## config.mk

```make
export PLATFORM = sky130hd
export DESIGN_NAME = ctrl_pipe
export DESIGN_NICKNAME = d
export VERILOG_FILES = /design/src/rtl/ctrl_pipe.sv
export SDC_FILE = /design/constraint.sdc
export NUM_CORES = 1
export LEC_CHECK = 0
export ABC_AREA = 1
export CORE_MARGIN = 3
export CORE_UTILIZATION = 30
export DETAILED_ROUTE_END_ITERATION = 16
export GPL_ROUTABILITY_DRIVEN = 0
export PLACE_DENSITY = 0.65
export RECOVER_POWER = 25
export SYNTH_ARGS = -nofsm -noshare
export SYNTH_HDL_FRONTEND = slang
export SYNTH_SLANG_ARGS = --single-unit
```

## constraint.sdc

```tcl
create_clock -name Clk -period 1.1 [get_ports Clk]
set_input_delay 0.22 -clock Clk [delete_from_list [all_inputs] [get_ports Clk]]
set_output_delay 0.22 -clock Clk [all_outputs]
set_load 0.03 [all_outputs]
```

## src/rtl/ctrl_pipe.sv

```systemverilog
// Registered control decoder with multi-cycle load sequencing.
// Decodes one instruction per cycle and stalls fetch while a load completes.
module ctrl_pipe #(
  parameter int IW       = 9,
  parameter int AW       = 3,
  parameter int LOAD_LAT = 1
) (
  input  logic          Clk,
  input  logic          Reset,
  input  logic [IW-1:0] Instruction,
  input  logic          Instr_valid,
  input  logic          Flush,
  output logic          Stall,
  output logic          Valid_out,
  output logic          Reg_write_en,
  output logic          Immediate_en,
  output logic          Data_write_en,
  output logic          Data_read_en,
  output logic          Data_select,
  output logic [AW-1:0] Reg_write_address,
  output logic [AW-1:0] Reg_read_address_0,
  output logic [AW-1:0] Reg_read_address_1,
  output logic [AW-1:0] Immediate
);

  localparam int CW = $clog2(LOAD_LAT) + 1;

  typedef enum logic {RUN, LWAIT} state_t;

  typedef struct packed {
    logic          valid;
    logic          rwe;
    logic          ie;
    logic          dwe;
    logic          dre;
    logic          dsel;
    logic [AW-1:0] wa;
    logic [AW-1:0] ra0;
    logic [AW-1:0] ra1;
    logic [AW-1:0] imm;
  } ctl_t;

  logic          cls;
  logic [1:0]    op;
  logic [AW-1:0] rs;
  logic [AW-1:0] rd;

  assign cls = Instruction[IW-1];
  assign op  = Instruction[IW-2:IW-3];
  assign rs  = Instruction[2*AW-1:AW];
  assign rd  = Instruction[AW-1:0];

  ctl_t dec;
  logic is_load;

  always_comb begin
    dec       = '0;
    is_load   = 1'b0;
    dec.valid = 1'b1;
    dec.imm   = rd;
    if (cls) begin
      case (op)
        2'b00, 2'b01: begin
          dec.rwe = 1'b1;
          dec.ra1 = rs;
          dec.wa  = rd;
        end
        2'b10: begin
          dec.dre  = 1'b1;
          dec.dsel = 1'b1;
          dec.wa   = rs;
          dec.ra0  = rd;
          dec.rwe  = (LOAD_LAT == 1);
          is_load  = 1'b1;
        end
        default: begin
          dec.dwe = 1'b1;
          dec.ra0 = rd;
          dec.ra1 = rs;
        end
      endcase
    end else begin
      dec.ra1 = AW'(1);
      dec.wa  = AW'(2);
      dec.ie  = Instruction[IW-2];
    end
  end

  state_t        state, state_nx;
  logic [CW-1:0] cnt, cnt_nx;
  ctl_t          ctl, ctl_nx;

  always_ff @(posedge Clk or posedge Reset) begin
    if (Reset) begin
      state <= RUN;
      cnt   <= '0;
      ctl   <= '0;
    end else begin
      state <= state_nx;
      cnt   <= cnt_nx;
      ctl   <= ctl_nx;
    end
  end

  // Flush overrides both decode and an outstanding load.
  always_comb begin
    state_nx = state;
    cnt_nx   = cnt;
    ctl_nx   = ctl;
    if (Flush) begin
      state_nx = RUN;
      cnt_nx   = '0;
      ctl_nx   = '0;
    end else begin
      case (state)
        RUN: begin
          if (Instr_valid) begin
            ctl_nx = dec;
            if (is_load && (LOAD_LAT > 1)) begin
              cnt_nx   = CW'(LOAD_LAT - 1);
              state_nx = LWAIT;
            end
          end else begin
            ctl_nx = '0;
          end
        end
        LWAIT: begin
          cnt_nx = cnt - CW'(1);
          if (cnt == CW'(1)) begin
            ctl_nx.rwe = 1'b1;
            state_nx   = RUN;
          end
        end
        default: begin
          state_nx = RUN;
          cnt_nx   = '0;
          ctl_nx   = '0;
        end
      endcase
    end
  end

  assign Stall              = (state == LWAIT);
  assign Valid_out          = ctl.valid;
  assign Reg_write_en       = ctl.rwe;
  assign Immediate_en       = ctl.ie;
  assign Data_write_en      = ctl.dwe;
  assign Data_read_en       = ctl.dre;
  assign Data_select        = ctl.dsel;
  assign Reg_write_address  = ctl.wa;
  assign Reg_read_address_0 = ctl.ra0;
  assign Reg_read_address_1 = ctl.ra1;
  assign Immediate          = ctl.imm;

endmodule

```

Word level (Yosys, flattened, before mapping):

Cells that the tools add are included.

* add/subtract/negate cells: 1
* eq/ne operators: 4
* muxes and demuxes: 23
* bitwise operators: 1
* reductions and logical operators: 4

Operators with widths (count)
* $mux W18: 2
* $mux W3: 6
* $mux W16: 1
* $mux W1: 11
* $pmux W3 S2: 1
* $ne A3 B2 Y1 const B: 1
* $reduce_or A3 Y1: 1
* $eq A2 B1 Y1 const B: 1
* $eq A2 B2 Y1 const B: 1
* $logic_not A2 Y1: 1
* $mux W2: 1
* $ne A2 B2 Y1 const B: 1
* $pmux W1 S2: 1
* $reduce_bool A2 Y1: 1
* $reduce_or A2 Y1: 1
* $not A1 Y1: 1
* $sub A1 B1 Y1 const B: 1

* register bits after elaboration: 20
* output and inout bits: 19

Depth between registers and ports, before layout:

Gate-level depths: netlist of run 1.

* depth after elaboration: 7
* depth in mapped cells: 6
* depth with buffers taken out: 6

Least setup slack after synthesis of run 1:

Ideal clock, no wire load.

* path kind: flip-flop to flip-flop
* from: reg state, in the netlist Stall
* to: reg ctl (netlist bit Data_read_en)
* setup time: 65 ps
* data arrival time: 1048 ps
* required time: 1035 ps
* slack: -13 ps
* cell stages (with the launch flop): 6
* buffers on the path: 1
* clock period less this slack: 1113 ps
* cells stage by stage: dfrtp_1 > inv_2 > nor2_4 > buf_6 > nand2_1 > nand2_1

* word-level cells in the longest chain between the ends: 1

RTL lines
* from (decl): line 89 `state_t state, state_nx;`
* from (signal assigned): line 99 `state <= state_nx;`
* $ne A2 B2 Y1 (no line)
* to (signal assigned): line 101 `ctl <= ctl_nx;`
* to (decl): line 91 `ctl_t ctl, ctl_nx;`

Every way passes these cells.
A chain may end at the register's enable or synchronous reset.

Final worst setup path of run 1:

* from: reg state, in the netlist Stall
* to: out Stall

RTL lines
* to (decl): line 13 `output logic Stall,`

No word-level cell between the ends.

==> impl_metrics.env, run 1 <==
export IMPL_yosysWarnings=0
export IMPL_wl_per_cell_um=11.09
export IMPL_crit_buf_inv=1
export IMPL_synth_async_reset_ratio_pct=100.0
export IMPL_cts_tree="yes"
export IMPL_synth_nets=120
export IMPL_route_detailed_drc=0
export IMPL_clock_skew_ns=0.002357
export IMPL_synth_edf_count=0
export IMPL_critPathTopFamily="flip-flops"
export IMPL_numCtsBuffers=3
export IMPL_die_h_um=59.88
export IMPL_ys_ff_latch=19
export IMPL_rsz0062_at_grt="true"
export IMPL_placement_io_buffers=31
export IMPL_slew_headroom_pct=69.50
export IMPL_antenna_diode_count=0
export IMPL_yosysUniqueCellTypes=15
export IMPL_crit_required_ns=0.88
export IMPL_synthesis_area_per_instance_um2=8.139
export IMPL_worst_pin_slew_ns=0.4576
export IMPL_totalWireLength_mm=2.052
export IMPL_clock_path_buffers=2
export IMPL_cts_sinks=19
export IMPL_fin_ws_ns=-0.005680
export IMPL_hold_path_class="in2async"
export IMPL_slowest_delay_ns=0.45
export IMPL_area_delta_synth_final_pct=57.47
export IMPL_netlist_area_um2=870.8
export IMPL_crit_type="reg2out"
export IMPL_antenna_found_initial=0
export IMPL_synth_area_top_cells="dfrtp_1 55%, nand2_1 19%, inv_1 6.0%"
export IMPL_synthFlopType="dfrtp_1"
export IMPL_max_freq_ghz=0.9044
export IMPL_fin_total_pwr_mw=1.314
export IMPL_cts_hold_buffers=0
export IMPL_ant_nets=0
export IMPL_drive_above_1_share_pct=29.68
export IMPL_synth_commonest_cells="45 x nand2_1, 19 x dfrtp_1, 14 x inv_1"
export IMPL_root_buffer="clkbuf_4"
export IMPL_grt_overflow=0
export IMPL_first_global_vias=756
export IMPL_dr_pass1_iters=4
export IMPL_synth_top_cell_area_share_pct=54.60
export IMPL_grt_max_degree=20
export IMPL_track_usage_pct=12.22
export IMPL_power_leakage_nw=0.7707
export IMPL_critPathMaxFanout=3
export IMPL_ir_worst_vdd_mv=0.5546
export IMPL_pin_count=32
export IMPL_start_util_pct=33.33
export IMPL_chipWidth_um=59.88
export IMPL_hold_viol=0
export IMPL_yosysTopAreaCell="dfrtp_1"
export IMPL_cp_slowest_cell="dfrtp_2"
export IMPL_synth_cells=107
export IMPL_grt_pass1_wl_mm=3.243
export IMPL_pre_cts_ws_ns=-0.2105
export IMPL_violations="setup timing"
export IMPL_fin_crit_sh_pct=100.5
export IMPL_dpl_hpwl_mm=1.531
export IMPL_period_minus_slack_ns=1.106
export IMPL_coreArea_um2=2613
export IMPL_vias=817
export IMPL_cp_cell_sequence="buf_6"
export IMPL_drt_first_iter_violations=12
export IMPL_end_kind="output pin"
export IMPL_drv_slew=0
export IMPL_clk_latency_ns=0.29
export IMPL_clk_pin_slew_worst_paths_ns=0.10
export IMPL_finalSetupViolations=3
export IMPL_yosysMostFrequentCell="nand2_1"
export IMPL_viasPerCell=4.416
export IMPL_die_area_um2=3585
export IMPL_rows=18
export IMPL_cp_start_kind="flop"
export IMPL_ys_seq_area_share_pct=54.60
export IMPL_outcome="finished, violations left"
export IMPL_htreeDepth=1
export IMPL_arrival_ns=0.89
export IMPL_nets=169
export IMPL_p_per_area_nw_per_um2=958.2
export IMPL_cap_violations=0
-- path summary, 6_finish.rpt --
path	startpoint	to	slack (ns)	cells after the start
min in group Clk	Reg_read_address_1[2]	Reg_read_address_1[2]	0.51	2
worst min-delay path	Reset	Reg_read_address_1[1]	0.45	3
max in group asynchronous	Reset	Stall	0.31	3
worst min register to register	Reg_read_address_1[2]	Reg_read_address_1[2]	0.51	2
worst max-delay path	Stall	Stall	-0.006	1
worst max register to register	Stall	Immediate[2]	0.06	4
-- stage by stage --
stage               hold WS (ns)  utilization (%)  cells    TNS, ns  area, µm²
finish                    0.4518            52.49    185  -0.007002       1371
global route              0.5100            52.49    185    -0.2147       1371
CTS                       0.2269            48.37    176   -0.03575       1264
detailed placement        0.4670            46.65    171     -3.051       1219
global placement          0.4565            46.65    171     -2.713       1219
floorplan                 0.1711                -    107          0      872.1
-- registers in the layout (all words and copies together) (netlist names) --
signal              count
Data_read_en            1
Data_write_en           1
Immediate               3
Immediate_en            1
Reg_read_address_0      3
Reg_read_address_1      3
Reg_write_address       3
Reg_write_en            1
Stall                   1
Valid_out               1
cnt                     1
-- area by class of cell --
| class | count | area, µm² |
|---|---|---|
| fillers | 267 | 1241 |
| flip-flops and latches | 19 | 476.7 |
| repair buffers | 47 | 456.7 |
| multi-input cells | 68 | 307.8 |
| inverters | 17 | 66.31 |
| well taps | 30 | 37.54 |
| clock buffers | 4 | 26.28 |
-- report_power, final --
| group | internal (mW) | switching [mW] | total [mW] |
|---|---|---|---|
| Combinational | 0.116 | 0.125 | 0.241 |
| Clock | 0.141 | 0.201 | 0.343 |
| Sequential | 0.716 | 0.0136 | 0.730 |
| Total | 0.974 | 0.340 | 1.31 |
-- routing by layer --
layer  global-route usage (%)  share of wire, %
met2                    18.83                50
met3                    3.672               6.4
met4                    4.747               1.4
met1                    15.99                42
met5                        0                 0
-- repair_timing --
action                                  in CTS  in global routing
endpoints found under the setup margin       6                 23
resized for setup                            3                 15
pin swaps                                    0                  2
setup buffers                                1                  9
-- cell families after synthesis --
family / synth area share, %
buffers and inverters: 10.06
DFF: 54.60
and+or+nand+nor: 31.90
AOI/OAI and AO/OA: 3.447
-- cells in the final DEF (no fill, tap or decap) --
master / instances
nand2_1: 45
dfrtp_1: 18
buf_6: 17
buf_4: 16
inv_1: 14
clkdlybuf4s50_1: 11
nand3_1: 9
o21ai_0: 5
nor2_1: 3
clkbuf_4: 3
inv_2: 2
nor2_4: 2
dfrtp_2: 1
inv_4: 1
nand3_4: 1
nand2_2: 1
nand4_1: 1
a21oi_1: 1
clkbuf_1: 1
dlygate4sd3_1: 1
buf_12: 1
clkbuf_2: 1
(Power assumes the default switching activity.)
==> run 2: changes to the inputs <==
--- a/config.mk
+++ b/config.mk
@@ -7,10 +7,10 @@
 export LEC_CHECK = 0
 export ABC_AREA = 1
 export CORE_MARGIN = 3
-export CORE_UTILIZATION = 30
+export CORE_UTILIZATION = 43
 export DETAILED_ROUTE_END_ITERATION = 16
 export GPL_ROUTABILITY_DRIVEN = 0
-export PLACE_DENSITY = 0.65
+export PLACE_DENSITY = 0.85
 export RECOVER_POWER = 25
 export SYNTH_ARGS = -nofsm -noshare
 export SYNTH_HDL_FRONTEND = slang
==> run 2 against run 1 <==
  * The run now ends clean
  * Fmax is 1.5% higher
  * Flip-flop and latch count did not move
  * First-iteration DRC count increased by 25%
  * Final area decreased by 2.7%
  * Non-clock buffer count down 2
  * Clock-buffer cell count unchanged
  * Critical path depth did not move
==> impl_metrics.env, run 2 (synthesized netlist as in run 1, its figures left out) <==
export IMPL_outcome="finished, final reports clean"
export IMPL_wl_per_cell_um=11.96
export IMPL_hp_start="Flush"
export IMPL_grt_pass1_wl_mm=3.305
export IMPL_track_usage_pct=16.94
export IMPL_period_minus_slack_ns=1.089
export IMPL_crit_buf_inv=1
export IMPL_placement_io_buffers=31
export IMPL_crit_required_ns=0.88
export IMPL_worstReg2RegEnd="Reg_write_address[0]"
export IMPL_antenna_found_initial=0
export IMPL_num_fill_cells=137
export IMPL_wl_met1_um=934
export IMPL_worstRegToRegCells=5
export IMPL_crit_type="reg2out"
export IMPL_end_kind="output pin"
export IMPL_maxUsedRoutingLayer="met4"
export IMPL_fin_ws_ns=0.01097
export IMPL_pre_cts_ws_ns=-0.2297
export IMPL_area_delta_synth_final_pct=53.16
export IMPL_rrSetupSlack_ns=0.06
export IMPL_die_area_um2=2601
export IMPL_hold_viol=0
export IMPL_critPathMaxFanout=3
export IMPL_grt_max_degree=20
export IMPL_cp_slowest_cell="dfrtp_1"
export IMPL_start_util_pct=47.84
export IMPL_routed_wl_met2_mm=1.036
export IMPL_whs_path_depth=4
export IMPL_nets=167
export IMPL_fin_hold_ws_ns=0.3040
export IMPL_numCtsBuffers=3
export IMPL_post_route_util_pct=73.26
export IMPL_viasPerCell=4.640
export IMPL_drive_above_1_share_pct=28.76
export IMPL_rows=15
export IMPL_vias=826
export IMPL_layout_common_cells="45 x nand2_1, 18 x dfrtp_1, 16 x buf_4, 16 x buf_6, 14 x inv_1"
export IMPL_coreArea_um2=1821
export IMPL_rsz0062_at_grt="true"
export IMPL_power_leakage_nw=0.7672
export IMPL_ir_worst_vdd_mv=0.7284
export IMPL_totalWireLength_mm=2.129
export IMPL_first_global_vias=778
export IMPL_cap_violations=0
export IMPL_fin_crit_sh_pct=99.00
export IMPL_final_common_cell="nand2_1"
export IMPL_cts_hold_buffers=0
export IMPL_cp_start_kind="flop"
export IMPL_pin_count=32
export IMPL_cts_tree="yes"
export IMPL_min_to="Reg_write_en"
export IMPL_root_buffer="clkbuf_4"
export IMPL_htreeDepth=1
export IMPL_max_freq_ghz=0.9182
export IMPL_antenna_diode_count=0
export IMPL_finalSetupViolations=0
export IMPL_critPathTopFamily="flip-flops"
export IMPL_grt_overflow=0
export IMPL_dpl_hpwl_mm=1.488
export IMPL_slew_headroom_pct=68.12
export IMPL_cts_sinks=19
export IMPL_dr_pass1_iters=4
export IMPL_clk_pin_slew_worst_paths_ns=0.10
export IMPL_die_h_um=51
export IMPL_cp_cell_sequence="buf_6"
export IMPL_reg2reg_from="Stall"
export IMPL_route_detailed_drc=0
export IMPL_finalInstanceArea_um2=1334
export IMPL_clock_skew_ns=0.001944
export IMPL_drv_slew=0
export IMPL_postPlaceCellArea_um2=1200
export IMPL_slowest_delay_ns=0.43
export IMPL_p_per_area_nw_per_um2=978.0
export IMPL_worst_pin_slew_ns=0.4782
export IMPL_chipWidth_um=51
export IMPL_met3_length_um=118
export IMPL_drt_first_iter_violations=15
export IMPL_fin_total_pwr_mw=1.304
export IMPL_clock_path_buffers=2
export IMPL_arrival_ns=0.87
export IMPL_ant_nets=0
export IMPL_clk_latency_ns=0.29
export IMPL_hold_path_class="in2reg"
[run 2: changes by cell type in the layout (fill, tap and decap cells not counted), sizes merged]
cell           before  now
buf                34   32
dlymetal6s2s        0    1
clkdlybuf4s50      11   10
[run 2: final cells by class]
type | instances | area [µm²] | area share [%]
sequential | 19 | 476.7 | 35.74
timing repair buffer | 45 | 427.9 | 32.08
multi-input combinational | 68 | 307.8 | 23.08
inverter | 17 | 63.81 | 4.784
tap | 25 | 31.28 | 2.345
clock buffer | 4 | 26.28 | 1.970
[run 2: worst max path at each step]
stage	end	from	slack, ns	cells past startpoint
after floorplan	Data_read_en	Stall	0.09	5
after global placement	Reg_write_address[0]	Flush	-0.20	6
after detailed placement	Reg_write_en	Instruction[7]	-0.23	5
after CTS	Data_select	Data_read_en	-0.004	1
after global routing	Data_select	Data_read_en	-0.03	1
final	Data_select	Data_read_en	0.01	1
[run 2: where the power goes]
| group | switching [mW] | internal, mW |
|---|---|---|
| registers | 0.0134 | 0.716 |
| logic | 0.126 | 0.108 |
| clock network | 0.199 | 0.141 |
[run 2: per-layer routing]
metal	up-vias	track usage, %
li1	414	-
met1	384	20.82
met2	24	27.90
met3	4	2.915
met4	0	9.417
met5	-	0
[run 2: stage by stage]
step                       TNS (ns)  cells
after floorplan                   0    107
after global placement       -2.832    166
after detailed placement     -3.287    166
after CTS                 -0.007010    170
after global routing        -0.1177    178
final                             0    178
[run 2: timing repair]
| action | CTS | global route |
|---|---|---|
| setup buffers | 0 | 8 |
| gates resized for setup | 1 | 16 |
| setup endpoints to repair | 3 | 19 |
==> run 3: changes to the inputs <==
--- a/config.mk
+++ b/config.mk
@@ -6,11 +6,14 @@
 export NUM_CORES = 1
 export LEC_CHECK = 0
 export ABC_AREA = 1
+export CELL_PAD_IN_SITES_DETAIL_PLACEMENT = 1
+export CELL_PAD_IN_SITES_GLOBAL_PLACEMENT = 2
 export CORE_MARGIN = 3
-export CORE_UTILIZATION = 43
+export CORE_UTILIZATION = 23
+export CTS_CLUSTER_SIZE = 12
 export DETAILED_ROUTE_END_ITERATION = 16
 export GPL_ROUTABILITY_DRIVEN = 0
-export PLACE_DENSITY = 0.85
+export PLACE_DENSITY = 0.82
 export RECOVER_POWER = 25
 export SYNTH_ARGS = -nofsm -noshare
 export SYNTH_HDL_FRONTEND = slang
==> run 3 against run 2 <==
  * Core utilization is 37 points lower
  * Sequential share of layout area is 1.4 points higher
  * Clock skew increased by 0.0067 ns
  * Via count is 6.1% lower
  * Total power grew 10%
==> impl_metrics.env, run 3 (synthesized netlist as in run 1, its figures left out) <==
export IMPL_route_detailed_drc=0
export IMPL_power_leakage_nw=0.7268
export IMPL_grt_pass1_wl_mm=3.808
export IMPL_clk_pin_slew_worst_paths_ns=0.08
export IMPL_numCtsBuffers=3
export IMPL_clk_latency_ns=0.26
export IMPL_vias=776
export IMPL_htreeDepth=1
export IMPL_rsz0062_at_grt="true"
export IMPL_comb_power_share_pct=15.0
export IMPL_dpl_hpwl_mm=1.823
export IMPL_postPlaceCellArea_um2=1231
export IMPL_outcome="finished, final reports clean"
export IMPL_finalSetupViolations=0
export IMPL_grt_max_degree=20
export IMPL_crit_required_ns=0.88
export IMPL_p_sw_uw=376.2
export IMPL_totalWireLength_mm=2.307
export IMPL_fin_crit_sh_pct=96.56
export IMPL_hold_path_class="in2reg"
export IMPL_crit_buf_inv=1
export IMPL_ant_nets=0
export IMPL_drt_first_iter_violations=8
export IMPL_cap_violations=0
export IMPL_clock_power_share_pct=34.3
export IMPL_cp_cell_sequence="buf_4"
export IMPL_chipWidth_um=67.53
export IMPL_area_delta_synth_final_pct=47.41
export IMPL_placement_io_buffers=31
export IMPL_final_common_cell="nand2_1"
export IMPL_finalInstanceArea_um2=1284
export IMPL_arrival_ns=0.84
export IMPL_dp_cells=186
export IMPL_drv_slew=0
export IMPL_cp_start_kind="flop"
export IMPL_slowest_delay_ns=0.41
export IMPL_dr_pass1_iters=4
export IMPL_nets=159
export IMPL_track_usage_pct=11.18
export IMPL_p_per_area_nw_per_um2=1118
export IMPL_clock_skew_ns=0.008654
export IMPL_end_kind="output pin"
export IMPL_first_global_vias=822
export IMPL_layout_common_cells="44 x nand2_1, 22 x buf_4, 18 x dfrtp_1"
export IMPL_clock_path_buffers=2
export IMPL_seq_area_um2=476.7
export IMPL_die_h_um=67.53
export IMPL_post_route_util_pct=36.73
export IMPL_critPathTopFamily="flip-flops"
export IMPL_num_fill_cells=412
export IMPL_pin_count=32
export IMPL_start_util_pct=24.92
export IMPL_viasPerCell=4.063
export IMPL_cts_sinks=19
export IMPL_grt_overflow=0
export IMPL_power_frac_seq_pct=50.7
export IMPL_antenna_diode_count=0
export IMPL_period_minus_slack_ns=1.062
export IMPL_root_buffer="clkbuf_8"
export IMPL_multi_input_area_um2=312.8
export IMPL_cp_slowest_cell="dfrtp_1"
export IMPL_rows=21
export IMPL_final_instance_count_excl_fill=191
export IMPL_die_area_um2=4560
export IMPL_hold_viol=0
export IMPL_drive_above_1_share_pct=26.90
export IMPL_max_freq_ghz=0.9415
export IMPL_fin_total_pwr_mw=1.436
export IMPL_worst_pin_slew_ns=0.4896
export IMPL_coreArea_um2=3495
export IMPL_slew_headroom_pct=67.36
export IMPL_wl_per_cell_um=12.08
export IMPL_crit_type="reg2out"
export IMPL_antenna_found_initial=0
export IMPL_netSwitchingFraction_pct=26.20
export IMPL_p_int_mw=1.060
export IMPL_critPathMaxFanout=3
export IMPL_ir_worst_vdd_mv=0.3410
export IMPL_cts_tree="yes"
## run 3: cell types whose count changed in the layout (fill, tap and decap cells not counted), moves of 3 or more
cell      previous run  this run
clkbuf_8             0         3
buf_6               16         1
clkbuf_4             3         0
buf_4               16        22
## run 3: tightest hold or removal path, delay by kind of cell
family                 cells  cell delay [ns]
buffers and inverters      1             0.17
and+or+nand+nor            3             0.17
## run 3: layer usage
metal / global-route usage, % / vias to the layer above / part of all wire (%)
met2: 17.25 / 24 / 47
met1: 15.01 / 352 / 46
met4: 4.557 / 0 / 0.95
met5: 0 / - / 0
li1: - / 398 / -
met3: 2.496 / 2 / 6.5
## run 3: final cells by class
class / instances / area share (%)
Multi-Input combinational cell: 68 / 24.37
Timing Repair Buffer: 37 / 25.24
Sequential cell: 19 / 37.13
Tap cell: 46 / 4.483
Clock inverter: 1 / 0.3899
Inverter: 17 / 5.166
Clock buffer: 3 / 3.216
## run 3: path summary, 6_finish.rpt
path,startpoint,cells past startpoint,end,slack [ns]
worst max-delay path,Data_read_en,1,Data_read_en,0.04
worst min-delay path,Flush,4,Valid_out,0.34
worst max register to register,Stall,5,Reg_write_address[0],0.08
worst min register to register,Reg_write_address[0],2,Reg_write_address[0],0.49
max in group asynchronous,Reset,3,Stall,0.23
min in group asynchronous,Reset,3,Reg_write_address[0],0.51
## run 3: repair_timing
item                                    CTS  global route
endpoints found under the setup margin    0             5
buffers inserted                          0             1
gates resized for setup                   0             5
hold buffers                              0             0
## run 3: per-stage QoR
step / hold slack, ns / TNS (ns) / setup slack [ns]
after CTS: 0.2858 / 0 / 0.02161
after global routing: 0.3573 / -0.01099 / -0.004225
final: 0.3380 / 0 / 0.03783
after detailed placement: 0.4686 / -3.340 / -0.2293
after floorplan: 0.1711 / 0 / 0.08698
after global placement: 0.4678 / -2.671 / -0.1823
## run 3: power by group through the flow
stage | Sequential [mW] | Combinational, mW | Clock [mW]
global placement | 0.740 | 0.220 | 0
detailed placement | 0.741 | 0.223 | 0
CTS | 0.728 | 0.223 | 0.510
floorplan | 0.777 | 0.0669 | 0
global route | 0.730 | 0.239 | 0.554
finish | 0.727 | 0.215 | 0.493
